==> config.mk <==
export PLATFORM = sky130hd
export DESIGN_NAME = dac_sample_arbiter
export DESIGN_NICKNAME = d
export VERILOG_FILES = /design/src/rtl/dac_pkg.sv /design/src/rtl/dac_serializer.sv /design/src/rtl/dac_sample_arbiter.sv
export SDC_FILE = /design/constraint.sdc
export NUM_CORES = 1
export LEC_CHECK = 0
export BUFFER_PORTS_ARGS = -buffer_cell sky130_fd_sc_hd__buf_2
export CORE_MARGIN = 2
export CORE_UTILIZATION = 53
export CTS_BUF_LIST = sky130_fd_sc_hd__clkbuf_2
export DETAILED_ROUTE_END_ITERATION = 12
export HOLD_SLACK_MARGIN = 0.1
export PLACE_DENSITY = 0.86
export SLEW_MARGIN = 20
export SYNTH_ARGS = -nofsm -noshare
export SYNTH_HDL_FRONTEND = slang
export SYNTH_HIERARCHICAL = 1
export SYNTH_SLANG_ARGS = --single-unit
==> constraint.sdc <==
create_clock -name clk_in -period 2.5 [get_ports clk_in]
set_clock_uncertainty 0.2 [all_clocks]
set_input_delay 0.5 -clock clk_in [delete_from_list [all_inputs] [get_ports clk_in]]
set_output_delay 0.5 -clock clk_in [all_outputs]
set_load 0.005 [all_outputs]
==> src/rtl/dac_pkg.sv <==
// Shared types and constants for the two-requester serial DAC arbiter.
package dac_pkg;

    localparam int FRAME_BITS = 16;

    typedef enum logic [1:0] {
        IDLE,
        SHIFT_HI,
        SHIFT_LO,
        GAP
    } arb_state_t;

    typedef enum logic {
        REQ_A = 1'b0,
        REQ_B = 1'b1
    } req_id_t;

endpackage

==> src/rtl/dac_serializer.sv <==
// Serial engine: clocks one 16-bit word out MSB first with SCLK idling high,
// then holds the transmitted word on sample_out.
module dac_serializer
    import dac_pkg::*;
#(
    parameter int SCLK_DIV = 2
) (
    input  logic                  clk_in,
    input  logic                  reset_n,
    input  logic                  start,
    input  logic [FRAME_BITS-1:0] start_data,
    output logic                  phase_end,
    output logic                  done,
    output logic                  dac_data,
    output logic                  dac_sclk,
    output logic                  dac_sync_n,
    output logic [FRAME_BITS-1:0] sample_out
);

    logic                  active_reg;
    logic [7:0]            div_reg;
    logic [4:0]            bit_cnt_reg;
    logic [FRAME_BITS-1:0] shift_reg;
    logic [FRAME_BITS-1:0] word_reg;
    logic                  sclk_reg;
    logic                  sync_n_reg;
    logic                  data_reg;
    logic [FRAME_BITS-1:0] sample_reg;

    // A phase (high or low half of SCLK) ends when the divider wraps.
    assign phase_end = active_reg && (div_reg == 8'(SCLK_DIV - 1));
    assign done      = phase_end && !sclk_reg && (bit_cnt_reg == 5'(FRAME_BITS));

    always_ff @(posedge clk_in or negedge reset_n) begin
        if (!reset_n) begin
            active_reg  <= 1'b0;
            div_reg     <= '0;
            bit_cnt_reg <= '0;
            shift_reg   <= '0;
            word_reg    <= '0;
            sclk_reg    <= 1'b1;
            sync_n_reg  <= 1'b1;
            data_reg    <= 1'b0;
            sample_reg  <= '0;
        end else if (!active_reg) begin
            if (start) begin
                active_reg  <= 1'b1;
                div_reg     <= '0;
                bit_cnt_reg <= '0;
                sync_n_reg  <= 1'b0;
                sclk_reg    <= 1'b1;
                data_reg    <= start_data[FRAME_BITS-1];
                shift_reg   <= {start_data[FRAME_BITS-2:0], 1'b0};
                word_reg    <= start_data;
            end
        end else begin
            div_reg <= phase_end ? '0 : div_reg + 8'd1;
            if (phase_end) begin
                if (sclk_reg) begin
                    // Falling edge: the DAC latches the bit currently on DAC_DATA.
                    sclk_reg    <= 1'b0;
                    bit_cnt_reg <= bit_cnt_reg + 5'd1;
                end else if (done) begin
                    active_reg  <= 1'b0;
                    sync_n_reg  <= 1'b1;
                    sclk_reg    <= 1'b1;
                    data_reg    <= 1'b0;
                    bit_cnt_reg <= '0;
                    sample_reg  <= word_reg;
                end else begin
                    sclk_reg  <= 1'b1;
                    data_reg  <= shift_reg[FRAME_BITS-1];
                    shift_reg <= {shift_reg[FRAME_BITS-2:0], 1'b0};
                end
            end
        end
    end

    assign dac_data   = data_reg;
    assign dac_sclk   = sclk_reg;
    assign dac_sync_n = sync_n_reg;
    assign sample_out = sample_reg;

endmodule

==> src/rtl/dac_sample_arbiter.sv <==
// Round-robin arbiter between two sample sources feeding one serial DAC;
// the frame FSM lives here, the bit-level timing in dac_serializer.
module dac_sample_arbiter
    import dac_pkg::*;
#(
    parameter int SCLK_DIV = 2,
    parameter int IDLE_GAP = 2
) (
    input  logic                  clk_in,
    input  logic                  reset_n,
    input  logic                  a_valid,
    input  logic [FRAME_BITS-1:0] a_data,
    output logic                  a_ready,
    input  logic                  b_valid,
    input  logic [FRAME_BITS-1:0] b_data,
    output logic                  b_ready,
    output logic                  DAC_DATA,
    output logic                  DAC_SCLK,
    output logic                  DAC_SYNC_n,
    output logic [FRAME_BITS-1:0] dac_data_out,
    output logic                  grant_id,
    output logic                  busy
);

    arb_state_t            state_reg, state_next;
    req_id_t               grant_reg, grant_next;
    logic                  run_reg;
    logic [7:0]            gap_cnt_reg;
    logic                  start;
    logic                  pick_b;
    logic [FRAME_BITS-1:0] start_data;
    logic                  phase_end;
    logic                  ser_done;

    always_comb begin
        state_next = state_reg;
        grant_next = grant_reg;
        a_ready    = 1'b0;
        b_ready    = 1'b0;
        start      = 1'b0;
        pick_b     = 1'b0;
        start_data = a_data;
        case (state_reg)
            IDLE: begin
                // run_reg keeps ready low until one full edge has passed out of reset.
                if (run_reg && (a_valid || b_valid)) begin
                    pick_b     = (a_valid && b_valid) ? (grant_reg == REQ_A) : b_valid;
                    a_ready    = !pick_b;
                    b_ready    = pick_b;
                    start      = 1'b1;
                    start_data = pick_b ? b_data : a_data;
                    grant_next = pick_b ? REQ_B : REQ_A;
                    state_next = SHIFT_HI;
                end
            end
            SHIFT_HI: begin
                if (phase_end) state_next = SHIFT_LO;
            end
            SHIFT_LO: begin
                if (ser_done)       state_next = GAP;
                else if (phase_end) state_next = SHIFT_HI;
            end
            GAP: begin
                if (gap_cnt_reg == 8'(IDLE_GAP - 1)) state_next = IDLE;
            end
            default: state_next = IDLE;
        endcase
    end

    always_ff @(posedge clk_in or negedge reset_n) begin
        if (!reset_n) begin
            state_reg   <= IDLE;
            grant_reg   <= REQ_B;
            run_reg     <= 1'b0;
            gap_cnt_reg <= '0;
        end else begin
            state_reg   <= state_next;
            grant_reg   <= grant_next;
            run_reg     <= 1'b1;
            gap_cnt_reg <= (state_reg == GAP) ? gap_cnt_reg + 8'd1 : '0;
        end
    end

    dac_serializer #(
        .SCLK_DIV (SCLK_DIV)
    ) u_serializer (
        .clk_in     (clk_in),
        .reset_n    (reset_n),
        .start      (start),
        .start_data (start_data),
        .phase_end  (phase_end),
        .done       (ser_done),
        .dac_data   (DAC_DATA),
        .dac_sclk   (DAC_SCLK),
        .dac_sync_n (DAC_SYNC_n),
        .sample_out (dac_data_out)
    );

    assign grant_id = grant_reg;
    assign busy     = (state_reg != IDLE);

endmodule

==> results.toml, run 1 <==
[status]
status = "complete, no violations"

[run]
cap_viol_max_count = 0

[die]
num_rows = 30
die-area_um2 = 7640
die_y_um = 87.4
ios = 59
initial_core_util_pct = 54.6
core_area_um2 = 6760
die_x_um = 87.4

[route]
wire_per_inst_um = 15.9
routed_wl_mm = 8.16
drc = 0
viasPerCell = 5.54
firstDrtPassIters = 4
ant_nets = 0
via_count = 2834
drtIter0Drc = 207

[hold_path]
hold_path_depth = 4
min_path_type = "in -> reg"

[synthesis]
synthDistinctLibCells = 48
seq_area_frac_synth_pct = 51.6
syn_area_um2 = 3690
yosys_warnings = 6
synth_nets = 370
synth_seq_cells = 76
ys_async_sr_fraction_pct = 100
synthCells = 328
ys.flop_type = "dfrtp_1"
synth_edf_count = 0
postSynthAreaPerCell_um2 = 11.2

[worst_setup_path]
cp_num_buf_inv = 2
critical_path_class = "reg -> reg"
reg2regPathDepth = 7
crit_arrival_ns = 2.64
cpPeakStageDelay_ns = 0.56
crit_family = "buffers and inverters"
crit_fanout = 9
path_common_cell = "nand2_1"
critPathSlowestCell = "dlygate4sd3_1"
cp-start-kind = "flop"
crit_chain = "nor3b_4 > nand3_4 > buf_4 > mux2_4 > dlygate4sd3_1 > nand2_1 > nand2_1"
cp.depth = 7
cp.required_ns = 2.70
endpoint_kind = "flop"

[placed_design]
pre_cts_ws_ns = 0.150
dpl.hpwl_mm = 4.98
io_buffers = 58
routabilityCongestion = 0.870
placed_cells = 461

[power_and_ir_drop]
p_leak_nw = 2.27
pwr-share-clk_pct = 32.2
powerDensity_nw_per_um2 = 443
p_switching_mw = 0.469
intPower_mw = 1.54
pwr-share-seq_pct = 61.3
p_comb_share_pct = 6.6
switching_share_pct = 23.3
irDropWorstVdd_v = 0.000303

[clock_network]
cts_tree = "done"
cts.sinks = 76
cts_root_buffer = "clkbuf_2"
clk_latency_ns = 0.51
cts_max_level = 3
cts_buffer_depth = 2
cts_buffers = 9
clk_pin_slew_worst_paths_ns = 0.20

[layout]
drive_above_1_share_pct = 36.3
syn2layout_area_growth_pct = 23.3
nets = 469
antenna_cells = 0
final-instance-count-excl-fill = 512
final_core_util_pct = 67.3

[sta]
slew_headroom_pct = 60.8
fin_crit_ns = 2.44
tns_ns = 0
hold_viol = 0
setup_viol = 0
fin_crit_sh_pct = 97.5
worst_pin_slew_ns = 0.586
slew_viol_final = 0
whs_ns = 0.170
clock.fmax_mhz = 410
setup_slack_ns = 0.0633

[global_routing]
gr-total-overflow = 0
antenna_found_initial = 0
grtUsageTotal_pct = 22.5
grt_max_degree = 40
grt_pass1_vias = 2845
grt_pass1_wl_mm = 13.1
-- Yosys cell counts (2+ instances only) --
library cell | instances | area, um2
mux2_2 | 51 | 574
ha_1 | 6 | 75.1
or2_2 | 2 | 12.5
nor3_1 | 2 | 10.0
and3_1 | 2 | 12.5
xor2_1 | 3 | 26.3
dfrtp_1 | 73 | 1830
dfstp_2 | 3 | 78.8
a31oi_1 | 7 | 43.8
a22o_1 | 2 | 17.5
nand2b_1 | 4 | 25.0
mux2_4 | 9 | 135
clkbuf_1 | 7 | 26.3
a21oi_1 | 10 | 50.1
buf_6 | 2 | 22.5
nand4_1 | 3 | 18.8
nor2_1 | 15 | 56.3
inv_1 | 9 | 33.8
or3_1 | 5 | 31.3
buf_2 | 2 | 10.0
xnor2_1 | 2 | 17.5
nand2_1 | 59 | 221
o21ai_0 | 16 | 80.1
nand3_1 | 7 | 35.0
nor2b_1 | 3 | 18.8
mux2i_1 | 2 | 20.0
-- area by class of cell --
type	instances	area, um2
Tap cell	80	100
Fill cell	465	2210
Sequential cell	76	1910
Inverter	10	37.5
Timing Repair Buffer	100	711
Clock inverter	5	53.8
Multi-Input combinational cell	230	1680
Clock buffer	11	55.1
-- worst reg2reg max path, delay by kind of cell, from the launching register on --
family	cells	cell delay [ns]
buffers and inverters	2	0.79
flip-flops	1	0.49
multiplexers	1	0.31
AND/OR/NAND/NOR	4	0.56
-- worst paths after layout --
kind | from | end | slack (ns)
setup / recovery | state_reg[0] | u_serializer/word_reg[3] | 0.06
hold / removal | b_data[12] | u_serializer/word_reg[12] | 0.17
setup reg to reg | state_reg[0] | u_serializer/word_reg[3] | 0.06
hold reg to reg | u_serializer/bit_cnt_reg[4] | u_serializer/bit_cnt_reg[4] | 0.31
max in group asynchronous | reset_n | u_serializer/dac_sync_n | 1.16
min in group asynchronous | reset_n | u_serializer/sample_out[4] | 0.27
-- routing by layer --
metal | vias up | global-route usage [%] | share of wire (%)
met5 | - | 0 | 0
li1 | 1343 | - | -
met3 | 17 | 5.88 | 4.0
met2 | 75 | 37.8 | 51
met4 | 0 | 8.11 | 2.0
met1 | 1399 | 28.0 | 43
-- logic make-up (layout without fill, tap and decap cells) --
kind of cell	Yosys count	in the layout	share of synthesized area, %
AOI/OAI and AO/OA	41	41	6.44
xor gates and xnor gates	5	5	1.19
adders and majority gates	6	6	2.03
buffers and inverters	22	126	2.71
DFF	76	76	51.6
muxes	63	63	20.1
other	1	1	0.102
and+or+nand+nor	114	114	15.8
-- metrics by stage --
step,area [um2],power (mW)
after CTS,4530,2.03
after detailed placement,4100,1.35
after floorplan,3690,1.29
final,4550,2.01
after global placement,4100,1.35
after global routing,4550,2.10
-- layout by cell type, fill, tap and decap left out, drive strengths merged, types with 3 or more instances in the layout --
master	count
clkbuf	11
nor2b	3
nor2	15
buf	69
ha	6
or3	5
dfstp	3
inv	9
dfrtp	73
nand4	3
mux2	61
a31oi	7
clkinv	3
dlygate4sd3	31
nand2	59
o21ai	16
a21oi	10
xor2	3
nand2b	4
nand3	8
-- repair_timing --
| item | in CTS | in global routing |
|---|---|---|
| hold buffers | 30 | 1 |
| endpoints found under the setup margin | 1 | 8 |
| buffers inserted | 3 | 1 |
| endpoints found under the hold margin | 52 | 1 |
| pin swaps | 1 | 1 |
| resized for setup | 0 | 2 |
-- power groups by stage --
stage	combinational, mW	clock (mW)	sequential [mW]
floorplan	0.0316	0	1.26
global placement	0.0918	0	1.26
detailed placement	0.0943	0	1.26
CTS	0.129	0.663	1.23
global route	0.145	0.722	1.23
finish	0.132	0.648	1.23
No activity file was read; power rests on OpenSTA's default activity.
==> inputs of run 2 (changes only) <==
--- a/config.mk
+++ b/config.mk
@@ -5,6 +5,7 @@
 export SDC_FILE = /design/constraint.sdc
 export NUM_CORES = 1
 export LEC_CHECK = 0
+export ABC_AREA = 1
 export BUFFER_PORTS_ARGS = -buffer_cell sky130_fd_sc_hd__buf_2
 export CORE_MARGIN = 2
 export CORE_UTILIZATION = 53
==> results.toml, run 2 <==
[synthesis]
synth_edf_count = 0
yosys_warnings = 6
synthDistinctLibCells = 33
synth_seq_cells = 76
ys.flop_type = "dfrtp_1"
synthCells = 491
ys_async_sr_fraction_pct = 100
synth_nets = 533
yosys-top-cells-count = "205 x nand2_1, 73 x dfrtp_1, 41 x o21ai_0"
syn_area_um2 = 3840
yosys.area.top_type = "dfrtp_1"
synth_top_area_share_pct = 47.6
synth_most_common_cell = "nand2_1"
seq_area_frac_synth_pct = 49.7
postSynthAreaPerCell_um2 = 7.82
synth.area.top_cells = "dfrtp_1 48%, nand2_1 20%, o21ai_0 5.3%, inv_1 3.9%, nand4_1 2.8%"

[clock_network]
cts_buffers = 9
cts_max_level = 3
cts_tree = "done"
cts.sinks = 76
cts_buffer_depth = 2
clk_latency_ns = 0.51
cts_root_buffer = "clkbuf_2"
clk_pin_slew_worst_paths_ns = 0.22

[layout]
final_cell_mix = "205 x nand2_1, 73 x dfrtp_1, 58 x buf_2"
seq_area_um2 = 1910
syn2layout_area_growth_pct = 13.8
layout_commonest_cell = "nand2_1"
drive_above_1_share_pct = 18.5
final_core_util_pct = 61.2
nets = 594
antenna_cells = 0
fillerInstances = 624
multi_input_area_um2 = 1660

[sta]
setup_viol = 0
slew_viol_final = 0
tns_ns = 0
clock.fmax_mhz = 421
setup_slack_ns = 0.125
rsz0062_at_grt = "no"
hold_viol = 0
fin_crit_ns = 2.38
fin_crit_sh_pct = 95.0

[die]
initial_core_util_pct = 53.8
die_y_um = 89.1
die_x_um = 89.1
core_area_um2 = 7140
num_rows = 31
ios = 59
die-area_um2 = 7940

[power_and_ir_drop]
intPower_mw = 2.25
finalPower_mw = 3.67
switching_share_pct = 38.6
p_leak_nw = 2.40
p_comb_share_pct = 31.7
irDropWorstVdd_v = 0.000353
powerDensity_nw_per_um2 = 841
pwr-share-seq_pct = 49.7
pwr-share-clk_pct = 18.6
p_switching_mw = 1.42

[worst_setup_path]
cp.required_ns = 1.80
critical_path_class = "reg -> out"
crit_arrival_ns = 1.68
crit_chain = "inv_2 > nand2_4 > nor2_4 > nand2_8 > inv_8 > buf_2"
cpPeakStageDelay_ns = 0.46
critPathSlowestCell = "dfrtp_1"
endpoint_kind = "output pin"
cp_num_buf_inv = 3
crit_family = "flip-flops"
crit_fanout = 18
cp-start-kind = "flop"

[placed_design]
io_buffers = 58
routabilityCongestion = 0.838
pre_cts_ws_ns = 0.391
dpl.hpwl_mm = 5.79

[global_routing]
grt_max_degree = 77
grt_pass1_vias = 3052
grtUsageTotal_pct = 22.0
antenna_found_initial = 0
gr-total-overflow = 0
grt_pass1_wl_mm = 13.6

[route]
ant_nets = 0
wl_met3_um = 329
highest_layer = "met4"
wl_met1_mm = 3.61
routed_wl_mm = 8.23
viasPerCell = 5.12
drtIter0Drc = 246
wire_per_inst_um = 12.5
firstDrtPassIters = 5
drc = 0
route.met2.wl_mm = 4.13
via_count = 3359

[run]
cap_viol_max_count = 0

[hold_path]
min_path_type = "in -> reg"

[status]
status = "complete, no violations"
==> run 2: cell types whose count changed after synthesis, sizes merged, moves of 5 or more <==
cell / delta
a31oi: -7
buf: +7
inv: +37
mux2: -61
nand2: +149
nand3: +11
nand4: +14
nor2: +18
o21ai: +28
or3: -5
==> run 2: area by class of cell <==
class / count / area share [%]
Sequential cell: 76 / 43.7
Multi-Input combinational cell: 352 / 38.1
Clock buffer: 9 / 1.03
Tap cell: 99 / 2.84
Inverter: 46 / 4.13
Timing Repair Buffer: 67 / 8.54
Clock inverter: 7 / 1.72
==> run 2: kinds of logic after synthesis <==
family	share of synthesized area, %
and+or+nand+nor	32.0
DFF	49.7
other	0.0977
buffers and inverters	7.24
xor gates and xnor gates	1.14
adders and majority gates	1.96
AOI/OAI and AO/OA	7.96
==> run 2: power groups by stage <==
stage	registers [mW]	logic, mW	clock network, mW
after global routing	1.87	1.34	0.745
after detailed placement	1.85	1.11	0
final	1.83	1.16	0.682
after global placement	1.83	1.05	0
after CTS	1.82	1.14	0.695
after floorplan	1.79	0.823	0
==> run 2: metal layers <==
metal | vias up | global-route usage [%]
li1 | 1673 | -
met1 | 1575 | 29.3
met2 | 94 | 35.6
met3 | 17 | 3.32
met4 | 0 | 9.63
met5 | - | 0
==> run 2: worst reg2reg max path: stages, from the launching register on <==
cell     delay (ns)
dfrtp_1        0.48
inv_1          0.09
ha_1           0.16
nand3_1        0.08
nor2_1         0.18
nand3_4        0.09
inv_2          0.22
inv_1          0.09
nand2_1        0.06
nor2_1         0.03
nor2_1         0.16
nand3_1        0.12
nand2_1        0.07
nand2_1        0.04
==> run 2: worst paths after layout <==
kind	start	end	slack (ns)	cells past startpoint
setup / recovery	state_reg[1]	b_ready	0.12	6
hold / removal	b_data[5]	u_serializer/word_reg[5]	0.14	5
setup reg to reg	u_serializer/bit_cnt_reg[0]	state_reg[1]	0.34	13
hold reg to reg	u_serializer/word_reg[3]	u_serializer/sample_out[3]	0.30	2
max in group asynchronous	reset_n	u_serializer/dac_sync_n	1.41	3
min in group asynchronous	reset_n	gap_cnt_reg[1]	0.32	3
==> run 2: stage by stage <==
| step | std cells | hold slack, ns | instance area [um2] |
|---|---|---|---|
| 2_1_floorplan | 491 | 0.00441 | 3840 |
| 3_3_place_gp | 636 | 0.254 | 4200 |
| 3_5_place_dp | 636 | 0.258 | 4200 |
| 4_1_cts | 654 | 0.112 | 4350 |
| 5_1_grt | 656 | 0.139 | 4370 |
| 6_report | 656 | 0.141 | 4370 |
==> run 2: what timing repair did <==
item,in CTS,in global routing
gates cloned,0,0
hold endpoints to repair,76,0
pin swaps,0,1
resized for setup,1,1
buffers inserted,1,2
hold buffers,1,0
setup endpoints to repair,1,1
